### src/rtl/tap_pkg.sv
// Shared types for the JTAG TAP: the 16-state FSM encoding, instruction
// opcodes and the data-register select used by the scan-path decode.
package tap_pkg;

  // IEEE 1149.1 reference encoding, so state_o matches common debug tooling.
  typedef enum logic [3:0] {
    EX2_DR = 4'h0,
    EX1_DR = 4'h1,
    SH_DR  = 4'h2,
    PA_DR  = 4'h3,
    SEL_IR = 4'h4,
    UPD_DR = 4'h5,
    CAP_DR = 4'h6,
    SEL_DR = 4'h7,
    EX2_IR = 4'h8,
    EX1_IR = 4'h9,
    SH_IR  = 4'hA,
    PA_IR  = 4'hB,
    RTI    = 4'hC,
    UPD_IR = 4'hD,
    CAP_IR = 4'hE,
    TLR    = 4'hF
  } tap_state_e;

  localparam logic [3:0] OP_EXTEST         = 4'h0;
  localparam logic [3:0] OP_SAMPLE_PRELOAD = 4'h1;
  localparam logic [3:0] OP_IDCODE         = 4'h2;
  localparam logic [3:0] OP_BYPASS         = 4'hF;

  // Length of the external boundary chain; the TAP itself never stores it.
  localparam int BS_LEN = 32;

  typedef enum logic [1:0] {
    DR_BYPASS,
    DR_IDCODE,
    DR_BOUNDARY
  } dr_sel_e;

endpackage

### src/rtl/tap_fsm.sv
// TAP state machine: state register plus TMS-driven next-state decode.
// The next state is exported so the owner can act on entry to a state.
module tap_fsm
  import tap_pkg::*;
(
  input  logic       tck_i,
  input  logic       rst_i,
  input  logic       tms_i,
  output tap_state_e state_o,
  output tap_state_e state_nxt_o
);

  tap_state_e state;
  tap_state_e state_nxt;

  always_ff @(posedge tck_i) begin
    // NOTE: sequential state uses non-blocking assignment so every flop
    // samples pre-edge values regardless of process ordering.
    if (rst_i) state <= TLR;
    else       state <= state_nxt;
  end

  always_comb begin
    // NOTE: default first so no path through the case leaves state_nxt
    // unassigned, which would infer a latch.
    state_nxt = TLR;
    case (state)
      TLR:     state_nxt = tms_i ? TLR    : RTI;
      RTI:     state_nxt = tms_i ? SEL_DR : RTI;
      SEL_DR:  state_nxt = tms_i ? SEL_IR : CAP_DR;
      CAP_DR:  state_nxt = tms_i ? EX1_DR : SH_DR;
      SH_DR:   state_nxt = tms_i ? EX1_DR : SH_DR;
      EX1_DR:  state_nxt = tms_i ? UPD_DR : PA_DR;
      PA_DR:   state_nxt = tms_i ? EX2_DR : PA_DR;
      EX2_DR:  state_nxt = tms_i ? UPD_DR : SH_DR;
      UPD_DR:  state_nxt = tms_i ? SEL_DR : RTI;
      SEL_IR:  state_nxt = tms_i ? TLR    : CAP_IR;
      CAP_IR:  state_nxt = tms_i ? EX1_IR : SH_IR;
      SH_IR:   state_nxt = tms_i ? EX1_IR : SH_IR;
      EX1_IR:  state_nxt = tms_i ? UPD_IR : PA_IR;
      PA_IR:   state_nxt = tms_i ? EX2_IR : PA_IR;
      EX2_IR:  state_nxt = tms_i ? UPD_IR : SH_IR;
      UPD_IR:  state_nxt = tms_i ? SEL_DR : RTI;
      default: state_nxt = TLR;
    endcase
  end

  assign state_o     = state;
  assign state_nxt_o = state_nxt;

endmodule

### src/rtl/tap_controller.sv
// JTAG TAP controller: owns IR, bypass and IDCODE registers, drives the
// boundary-cell control strobes and the falling-edge TDO stage.
module tap_controller
  import tap_pkg::*;
#(
  parameter int          IR_W       = 4,
  parameter logic [31:0] IDCODE_VAL = 32'h1000_0C4D
) (
  input  logic            tck_i,
  input  logic            rst_i,
  input  logic            tms_i,
  input  logic            tdi_i,
  input  logic            bs_so_i,
  output logic            tdo_o,
  output logic            tdo_en_o,
  output logic            clock_dr_o,
  output logic            shift_dr_o,
  output logic            update_dr_o,
  output logic            mode_o,
  output logic [3:0]      state_o,
  output logic [IR_W-1:0] ir_o
);

  // The IDCODE marker bit is forced so a bad override cannot hide the device.
  localparam logic [31:0] IDCODE_W = {IDCODE_VAL[31:1], 1'b1};

  tap_state_e      state;
  tap_state_e      state_nxt;
  dr_sel_e         dr_sel;
  logic [IR_W-1:0] ir_q;
  logic [IR_W-1:0] ir_sr;
  logic [31:0]     idcode_sr;
  logic            bypass_sr;

  logic cdr_en_d, udr_en_d, shift_dr_d, tdo_en_d, tdo_d;
  logic cdr_en, udr_en, shift_dr_q, tdo_en_q, tdo_q;

  tap_fsm u_fsm (
    .tck_i       (tck_i),
    .rst_i       (rst_i),
    .tms_i       (tms_i),
    .state_o     (state),
    .state_nxt_o (state_nxt)
  );

  // Unknown opcodes fall through to BYPASS.
  always_comb begin
    dr_sel = DR_BYPASS;
    if (ir_q == IR_W'(OP_EXTEST) || ir_q == IR_W'(OP_SAMPLE_PRELOAD))
      dr_sel = DR_BOUNDARY;
    else if (ir_q == IR_W'(OP_IDCODE))
      dr_sel = DR_IDCODE;
  end

  always_ff @(posedge tck_i) begin
    if (rst_i) begin
      ir_sr <= '0;
      ir_q  <= IR_W'(OP_IDCODE);
    end else begin
      if (state == CAP_IR)     ir_sr <= IR_W'(2'b01);
      else if (state == SH_IR) ir_sr <= {tdi_i, ir_sr[IR_W-1:1]};

      if (state_nxt == TLR)     ir_q <= IR_W'(OP_IDCODE);
      else if (state == UPD_IR) ir_q <= ir_sr;
    end
  end

  // Only the selected data register captures or shifts.
  always_ff @(posedge tck_i) begin
    if (rst_i) begin
      idcode_sr <= '0;
      bypass_sr <= 1'b0;
    end else if (state == CAP_DR) begin
      if (dr_sel == DR_IDCODE) idcode_sr <= IDCODE_W;
      if (dr_sel == DR_BYPASS) bypass_sr <= 1'b0;
    end else if (state == SH_DR) begin
      if (dr_sel == DR_IDCODE) idcode_sr <= {tdi_i, idcode_sr[31:1]};
      if (dr_sel == DR_BYPASS) bypass_sr <= tdi_i;
    end
  end

  always_comb begin
    cdr_en_d   = (dr_sel == DR_BOUNDARY) && (state == CAP_DR || state == SH_DR);
    udr_en_d   = (dr_sel == DR_BOUNDARY) && (state == UPD_DR);
    shift_dr_d = (state == SH_DR);
    tdo_en_d   = (state == SH_DR) || (state == SH_IR);
    tdo_d      = 1'b0;
    if (state == SH_IR) begin
      tdo_d = ir_sr[0];
    end else if (state == SH_DR) begin
      case (dr_sel)
        DR_IDCODE:   tdo_d = idcode_sr[0];
        DR_BOUNDARY: tdo_d = bs_so_i;
        default:     tdo_d = bypass_sr;
      endcase
    end
  end

  // Falling-edge stage: the enables settle while tck_i is low, so the
  // AND-gated strobes below cannot glitch.
  always_ff @(negedge tck_i) begin
    if (rst_i) begin
      cdr_en     <= 1'b0;
      udr_en     <= 1'b0;
      shift_dr_q <= 1'b0;
      tdo_en_q   <= 1'b0;
      tdo_q      <= 1'b0;
    end else begin
      cdr_en     <= cdr_en_d;
      udr_en     <= udr_en_d;
      shift_dr_q <= shift_dr_d;
      tdo_en_q   <= tdo_en_d;
      tdo_q      <= tdo_d;
    end
  end

  assign clock_dr_o  = tck_i & cdr_en;
  assign update_dr_o = tck_i & udr_en;
  assign shift_dr_o  = shift_dr_q;
  assign tdo_en_o    = tdo_en_q;
  assign tdo_o       = tdo_q;
  assign mode_o      = (ir_q == IR_W'(OP_EXTEST));
  assign state_o     = state;
  assign ir_o        = ir_q;

endmodule

### config.mk
export PLATFORM = sky130hd
export DESIGN_NAME = tap_controller
export DESIGN_NICKNAME = d
export VERILOG_FILES = /design/src/rtl/tap_pkg.sv /design/src/rtl/tap_fsm.sv /design/src/rtl/tap_controller.sv
export SDC_FILE = /design/constraint.sdc
export NUM_CORES = 1
export LEC_CHECK = 0
export ABC_AREA = 1
export BUFFER_PORTS_ARGS = -buffer_cell sky130_fd_sc_hd__buf_2
export CAP_MARGIN = 25
export CORE_AREA = 2 2 68 70
export CTS_CLUSTER_SIZE = 28
export DETAILED_ROUTE_END_ITERATION = 16
export DIE_AREA = 0 0 70 72
export PLACE_DENSITY = 0.71
export SYNTH_ARGS = -nofsm -noshare
export SYNTH_HDL_FRONTEND = slang
export SYNTH_SLANG_ARGS = --single-unit
### constraint.sdc
create_clock -name tck_i -period 1.4 [get_ports tck_i]
set_clock_uncertainty 0.1 [all_clocks]
set_input_delay 0.14 -clock tck_i [delete_from_list [all_inputs] [get_ports tck_i]]
set_output_delay 0.14 -clock tck_i [all_outputs]
set_load 0.01 [all_outputs]
# Word level (Yosys, flattened, before mapping)
# Cells that the tools add are included.
# classes
n_bitwise,2
eq_ne,20
n_mux,28
n_reduce_logical,17
# op_table
op,count
2-to-1 mux 32 bit,4
one-hot mux 4 bit (12 select lines),1
== test 4 bit (second input constant),9
== test 4 x 3 -> 1 bit (second input constant),4
2-to-1 mux 2 bit,7
== test 4 x 2 -> 1 bit (second input constant),3
2-to-1 mux 3 bit,4
2-to-1 mux 1 bit,10
== test 4 x 1 -> 1 bit (second input constant),2
zero test 4 bit,2
OR reduction 2 bit,4
2-to-1 mux 4 bit,1
AND reduction 2 bit,2
nonzero test 2 bit,2
logical OR 1 bit,3
OR reduction 3 bit,1
AND 1 bit,2
== test 2 x 1 -> 1 bit (second input constant),1
== test 2 bit (second input constant),1
logical AND 1 bit,2
zero test 2 bit,1
one-hot mux 1 bit (2 select lines),1
# word_totals
input_bits,5
register_bits,50
wordCells,78

# Longest topological paths before layout
# Gate-level depths: netlist of run 1.
# depth
depth_word,7
mapped_depth,10
mapped_depth_nobuf,8

# By module
# Synthesis of run 1 repeated with hierarchy kept, for this count alone.
# unflattened
cells_unflattened,291
area_unflattened_um2,2105.8
# modules_own_cells
module,instances,seq_area_each_um2,area_per_inst_um2,cells_per_inst
tap_controller,1,920.9,1818.0,240
tap_fsm,1,80.1,287.8,51

==> results of run 1 <==
==> layout by cell type (no fill, tap or decap), types with 4 or more instances in the layout <==
| cell | Yosys | layout |
|---|---|---|
| a21oi_1 | 9 | 7 |
| buf_12 | 0 | 6 |
| buf_16 | 0 | 7 |
| buf_2 | 6 | 17 |
| buf_4 | 0 | 30 |
| buf_6 | 5 | 12 |
| clkbuf_8 | 0 | 9 |
| dfxtp_1 | 50 | 40 |
| dfxtp_2 | 0 | 9 |
| inv_1 | 21 | 21 |
| inv_2 | 4 | 4 |
| inv_4 | 0 | 4 |
| nand2_1 | 54 | 37 |
| nand2_2 | 1 | 15 |
| nand3_1 | 8 | 5 |
| nor2_1 | 43 | 37 |
| nor2_4 | 3 | 7 |
| nor3_1 | 10 | 8 |
| o21ai_0 | 40 | 25 |
| o21ai_1 | 16 | 6 |
| o21ai_2 | 10 | 35 |
==> state kept, by name (all words and copies together), names as in the netlist <==
register       flops
tdo_en_o           1
shift_dr_o         1
bypass_sr          1
idcode_sr         32
cdr_en             1
udr_en             1
u_fsm.state_o      4
ir_sr              4
ir_o               4
tdo_o              1
==> per-layer routing <==
| layer | part of all wire [%] | GRT usage [%] | vias up | wire (um) |
|---|---|---|---|---|
| met5 | 0 | 0 | - | 0 |
| met4 | 5.4 | 17.5 | 0 | 370 |
| met3 | 5.8 | 8.61 | 29 | 398 |
| met2 | 50 | 43.9 | 83 | 3470 |
| met1 | 38 | 29.2 | 1069 | 2640 |
| li1 | - | - | 1093 | - |
==> path summary, 6_finish.rpt <==
kind / startpoint / to / slack (ns) / cells after the start
setup / recovery: cdr_en$_SDFF_NP0_ / clock_dr_o / -0.64 / 3
hold / removal: rst_i / ir_sr[2]$_SDFFE_PP0P_ / 0.06 / 5
setup reg to reg: u_fsm.state_o[0]$_SDFF_PP1_ / tdo_o$_SDFF_NP0_ / -0.34 / 8
hold reg to reg: ir_sr[1]$_SDFFE_PP0P_ / ir_sr[1]$_SDFFE_PP0P_ / 0.37 / 2
==> cell type report <==
class	instances	area, um2
Multi-Input combinational cell	199	1180
Sequential cell	50	1020
Fill cell	261	925
Timing Repair Buffer	73	778
Clock buffer	12	138
Inverter	22	92.6
Clock inverter	10	68.8
Tap cell	52	65.1
==> kinds of logic (layout without fill, tap and decap cells) <==
family | after synthesis | in the layout | share of synthesized area [%]
DFF | 50 | 50 | 46.7
AOI/OAI and AO/OA | 78 | 78 | 20.4
and+or+nand+nor | 121 | 121 | 23.8
buffers and inverters | 40 | 117 | 9.11
==> what timing repair did <==
| action | in CTS | in global routing |
|---|---|---|
| hold buffers | 3 | 0 |
| hold endpoints to repair | 8 | 0 |
| buffers inserted | 8 | 9 |
| endpoints found under the setup margin | 45 | 53 |
| resized for setup | 58 | 51 |
| pin swaps | 16 | 23 |
| cloned | 7 | 0 |
==> power groups by stage <==
| stage | clock [uW] | combinational [uW] | sequential [uW] |
|---|---|---|---|
| final | 1440 | 963 | 1590 |
| after global routing | 1530 | 1030 | 1600 |
| after CTS | 1440 | 828 | 1570 |
| after detailed placement | 27.7 | 669 | 1590 |
| after global placement | 27.7 | 663 | 1590 |
| after floorplan | 27.6 | 386 | 1600 |
==> worst max-delay path: stages (launching register included) <==
cell	delay, ns
dfxtp_2	0.33
nand2_2	0.06
inv_1	0.07
buf_2	0.13
==> through the flow <==
stage,instances,total power [uW]
3_5_place_dp,380,2290
5_1_grt,418,4160
4_1_cts,415,3840
6_report,418,3990
2_1_floorplan,289,2020
3_3_place_gp,380,2280
==> metrics.cfg, run 1 <==
[final_layout]
utilization_pct = 78.3
antennaDiodeCount = 0
drive_gt1_share_pct = 47.0
stdcell_area_mm2 = 0.00334
area_growth_pct = 55.8
fin_nets = 369

[pwr]
swShare_pct = 30.3
intPower_uw = 2780
pwr-share-comb_pct = 24.1
power_per_cell_area_mw_per_mm2 = 1200
ir_drop_mv = 0.713
p_clk_share_pct = 36.1
seqPwrFrac_pct = 39.8
leakage_uw = 0.00141
p_switching_uw = 1210

[floorplanning]
rows = 24
io_pins = 19
die_area_mm2 = 0.00504
coreArea_mm2 = 0.00426
die_h_um = 72
initial_core_util_pct = 50.3
die_w_um = 70

[worst_setup_path]
crit_arrival_ns = 1.80
crit_fanout = 1
required_ns = 1.16
startpoint_type = flop
crit_type = flop to primary output
endpoint_kind = primary output

[yosys]
async_flop_share_pct = 0
ys_warn_count = 0
synth_cells = 289
syn_avg_cell_area_um2 = 7.42
ys_top_cells_by_count = 54 x nand2_1, 50 x dfxtp_1, 43 x nor2_1, 40 x o21ai_0, 21 x inv_1
synth.largest_area_cell = dfxtp_1
synth_seq_cells = 50
ys.flop_type = dfxtp_1
synth.most_common_cell = nand2_1
synth.distinct_cells = 21
synthTopCellsByArea = dfxtp_1 47%, nand2_1 9.5%, o21ai_0 9.3%
syn-cell-area_mm2 = 0.00214
synth_edf_count = 0
netlist.area_leader.share_pct = 46.7
synthesis.nets = 294
seq_area_frac_synth_pct = 46.7

[run_status]
violations = negative setup slack
status = complete, but fails checks

[place]
portBuffers = 18
place_congestion = 0.834
hpwl_mm = 3.12
placed_area_mm2 = 0.00254
post-place-ws_ns = -0.311

[clocking]
clkTransAtPathRegs_ns = 0.08
insertion_delay_ns = 0.42
tritoncts = built

[timing]
rsz0062_at_grt = true
setup_violations = 46
tightest_slew_ns = 0.336
tns_ns = -12.96
hold_violations = 0
fin_ws_ns = -0.642
slew_headroom_pct = 77.6
fin_hold_ws_ns = 0.0641
final-max-slew-violation-count = 0

[routing]
drtIter0Drc = 163
antenna_left = 0
vias = 2274
avgRoutedWirePerCell_um = 16.5
wirelength_mm = 6.88
route.detailed.drc = 0
first_pass_iters = 4
viasPerCell = 5.44

[global_route]
grt_max_degree = 27
grt_usage_pct = 26.5
overflow = 0
antenna_found_initial = 0
grt_pass1_wl_mm = 10.2
grt_pass1_vias = 2279

[min_path]
holdCritPathClass = primary input to flop

[run]
maxCapViolations = 0

Note: power is estimated with default switching activity, not from simulation.
==> run 2: changes to the inputs <==
CORE_AREA = 2 2 63 77   (was 2 2 68 70)
DIE_AREA = 0 0 65 79   (was 0 0 70 72)
PLACE_DENSITY = 0.7   (was 0.71)
RECOVER_POWER = 25   (was unset)
==> metrics.cfg, run 2 (synthesized netlist as in run 1, its figures left out) <==
[run_status]
status = complete, but fails checks
violations = negative setup slack

[routing]
first_pass_iters = 4
drtIter0Drc = 189
antenna_left = 0
route.detailed.drc = 0
avgRoutedWirePerCell_um = 16.2
vias = 2283
wirelength_mm = 6.93
viasPerCell = 5.35

[clocking]
tritoncts = built
clkTransAtPathRegs_ns = 0.09
insertion_delay_ns = 0.41

[place]
post-place-ws_ns = -0.294
hpwl_mm = 3.13
place_congestion = 0.844
dp.cells = 386
portBuffers = 18

[timing]
tightest_slew_ns = 0.367
rsz0062_at_grt = true
final-max-slew-violation-count = 0
slew_headroom_pct = 75.3
hold_violations = 0
fin_ws_ns = -0.571
setup_violations = 45

[global_route]
overflow = 0
grt_pass1_wl_mm = 10.4
grt_usage_pct = 26.8
antenna_found_initial = 0
grt_pass1_vias = 2320
grt_max_degree = 26

[final_layout]
area_growth_pct = 59.5
regMostFlops = idcode_sr
antennaDiodeCount = 0
most-common-layout-cells = 41 x dfxtp_1, 36 x nor2_1, 34 x buf_4
largest_register_ffs = 32
fin_nets = 372
final_common_cell = dfxtp_1
drive_gt1_share_pct = 49.1
instances_no_fill = 427

[worst_setup_path]
crit_fanout = 1
cp_top_family = flip-flops
crit_type = flop to primary output
crit_chain = nand2_1 > inv_1 > buf_2
startpoint_type = flop
cpPeakStageDelay_ns = 0.32
crit_arrival_ns = 1.73
required_ns = 1.16
path_buf_inv = 2
slowest_stage = dfxtp_1
endpoint_kind = primary output

[floorplanning]
coreArea_mm2 = 0.00443
die_area_mm2 = 0.00514
die_w_um = 65
io_pins = 19
initial_core_util_pct = 48.4
rows = 27
die_h_um = 79

[pwr]
leakage_uw = 0.00141
power_per_cell_area_mw_per_mm2 = 1100
power.total_uw = 3770
ir_drop_mv = 0.685

[run]
maxCapViolations = 0

[min_path]
holdCritPathClass = primary input to flop

==> run 2: worst paths after layout <==
check	from	to	slack (ns)	cells past startpoint
worst max-delay path	udr_en$_SDFF_NP0_	update_dr_o	-0.57	3
worst min-delay path	rst_i	idcode_sr[16]$_SDFFE_PP0P_	0.26	4
worst max register to register	u_fsm.state_o[1]$_SDFF_PP1_	idcode_sr[9]$_SDFFE_PP0P_	-0.35	11
worst min register to register	ir_sr[1]$_SDFFE_PP0P_	ir_sr[1]$_SDFFE_PP0P_	0.38	2
==> run 2: cell type report <==
cell class / instances / area, um2
clock buffers: 14 / 149
clock inverters: 8 / 30.0
fillers: 308 / 1010
inverters: 22 / 90.1
multi-input cells: 199 / 1270
flip-flops and latches: 50 / 1010
well taps: 58 / 72.6
repair buffers: 76 / 788
==> run 2: per-layer routing <==
layer | wire [um] | vias up | GRT usage (%)
li1 | - | 1106 | -
met1 | 2690 | 1076 | 28.6
met2 | 3660 | 76 | 46.1
met3 | 364 | 25 | 6.66
met4 | 216 | 0 | 18.3
met5 | 0 | - | 0
==> run 2: through the flow <==
stage	TNS [ns]	utilization [%]	hold WS, ns	area, um2
after detailed placement	-3.48	56.9	0.211	2520
after floorplan	-1.46	-	0.137	2180
after CTS	-8.28	74.3	0.236	3290
final	-13.30	77.2	0.257	3420
after global placement	-2.63	56.9	0.211	2520
after global routing	-16.61	77.2	0.275	3420
==> run 2: repair_timing <==
| action | CTS | global route |
|---|---|---|
| hold buffers | 2 | 0 |
| resized for setup | 64 | 73 |
| pin swaps | 13 | 21 |
| endpoints found under the setup margin | 45 | 53 |
| cloned | 8 | 2 |
| endpoints found under the hold margin | 4 | 0 |
| setup buffers | 17 | 2 |
==> run 2: where the power goes <==
group	switching, uW	internal (uW)	total [uW]	leakage, uW
combinational	506	452	958	0.000868
clock	586	644	1230	0.000135
sequential	77.0	1510	1580	0.000407
==> run 2: worst reg2reg max path: cells and delay by family (launching register included) <==
kind / cells / cell delay (ns)
buf+inv: 5 / 0.56
simple gates: 5 / 0.51
flops: 1 / 0.43
compound gates: 1 / 0.06
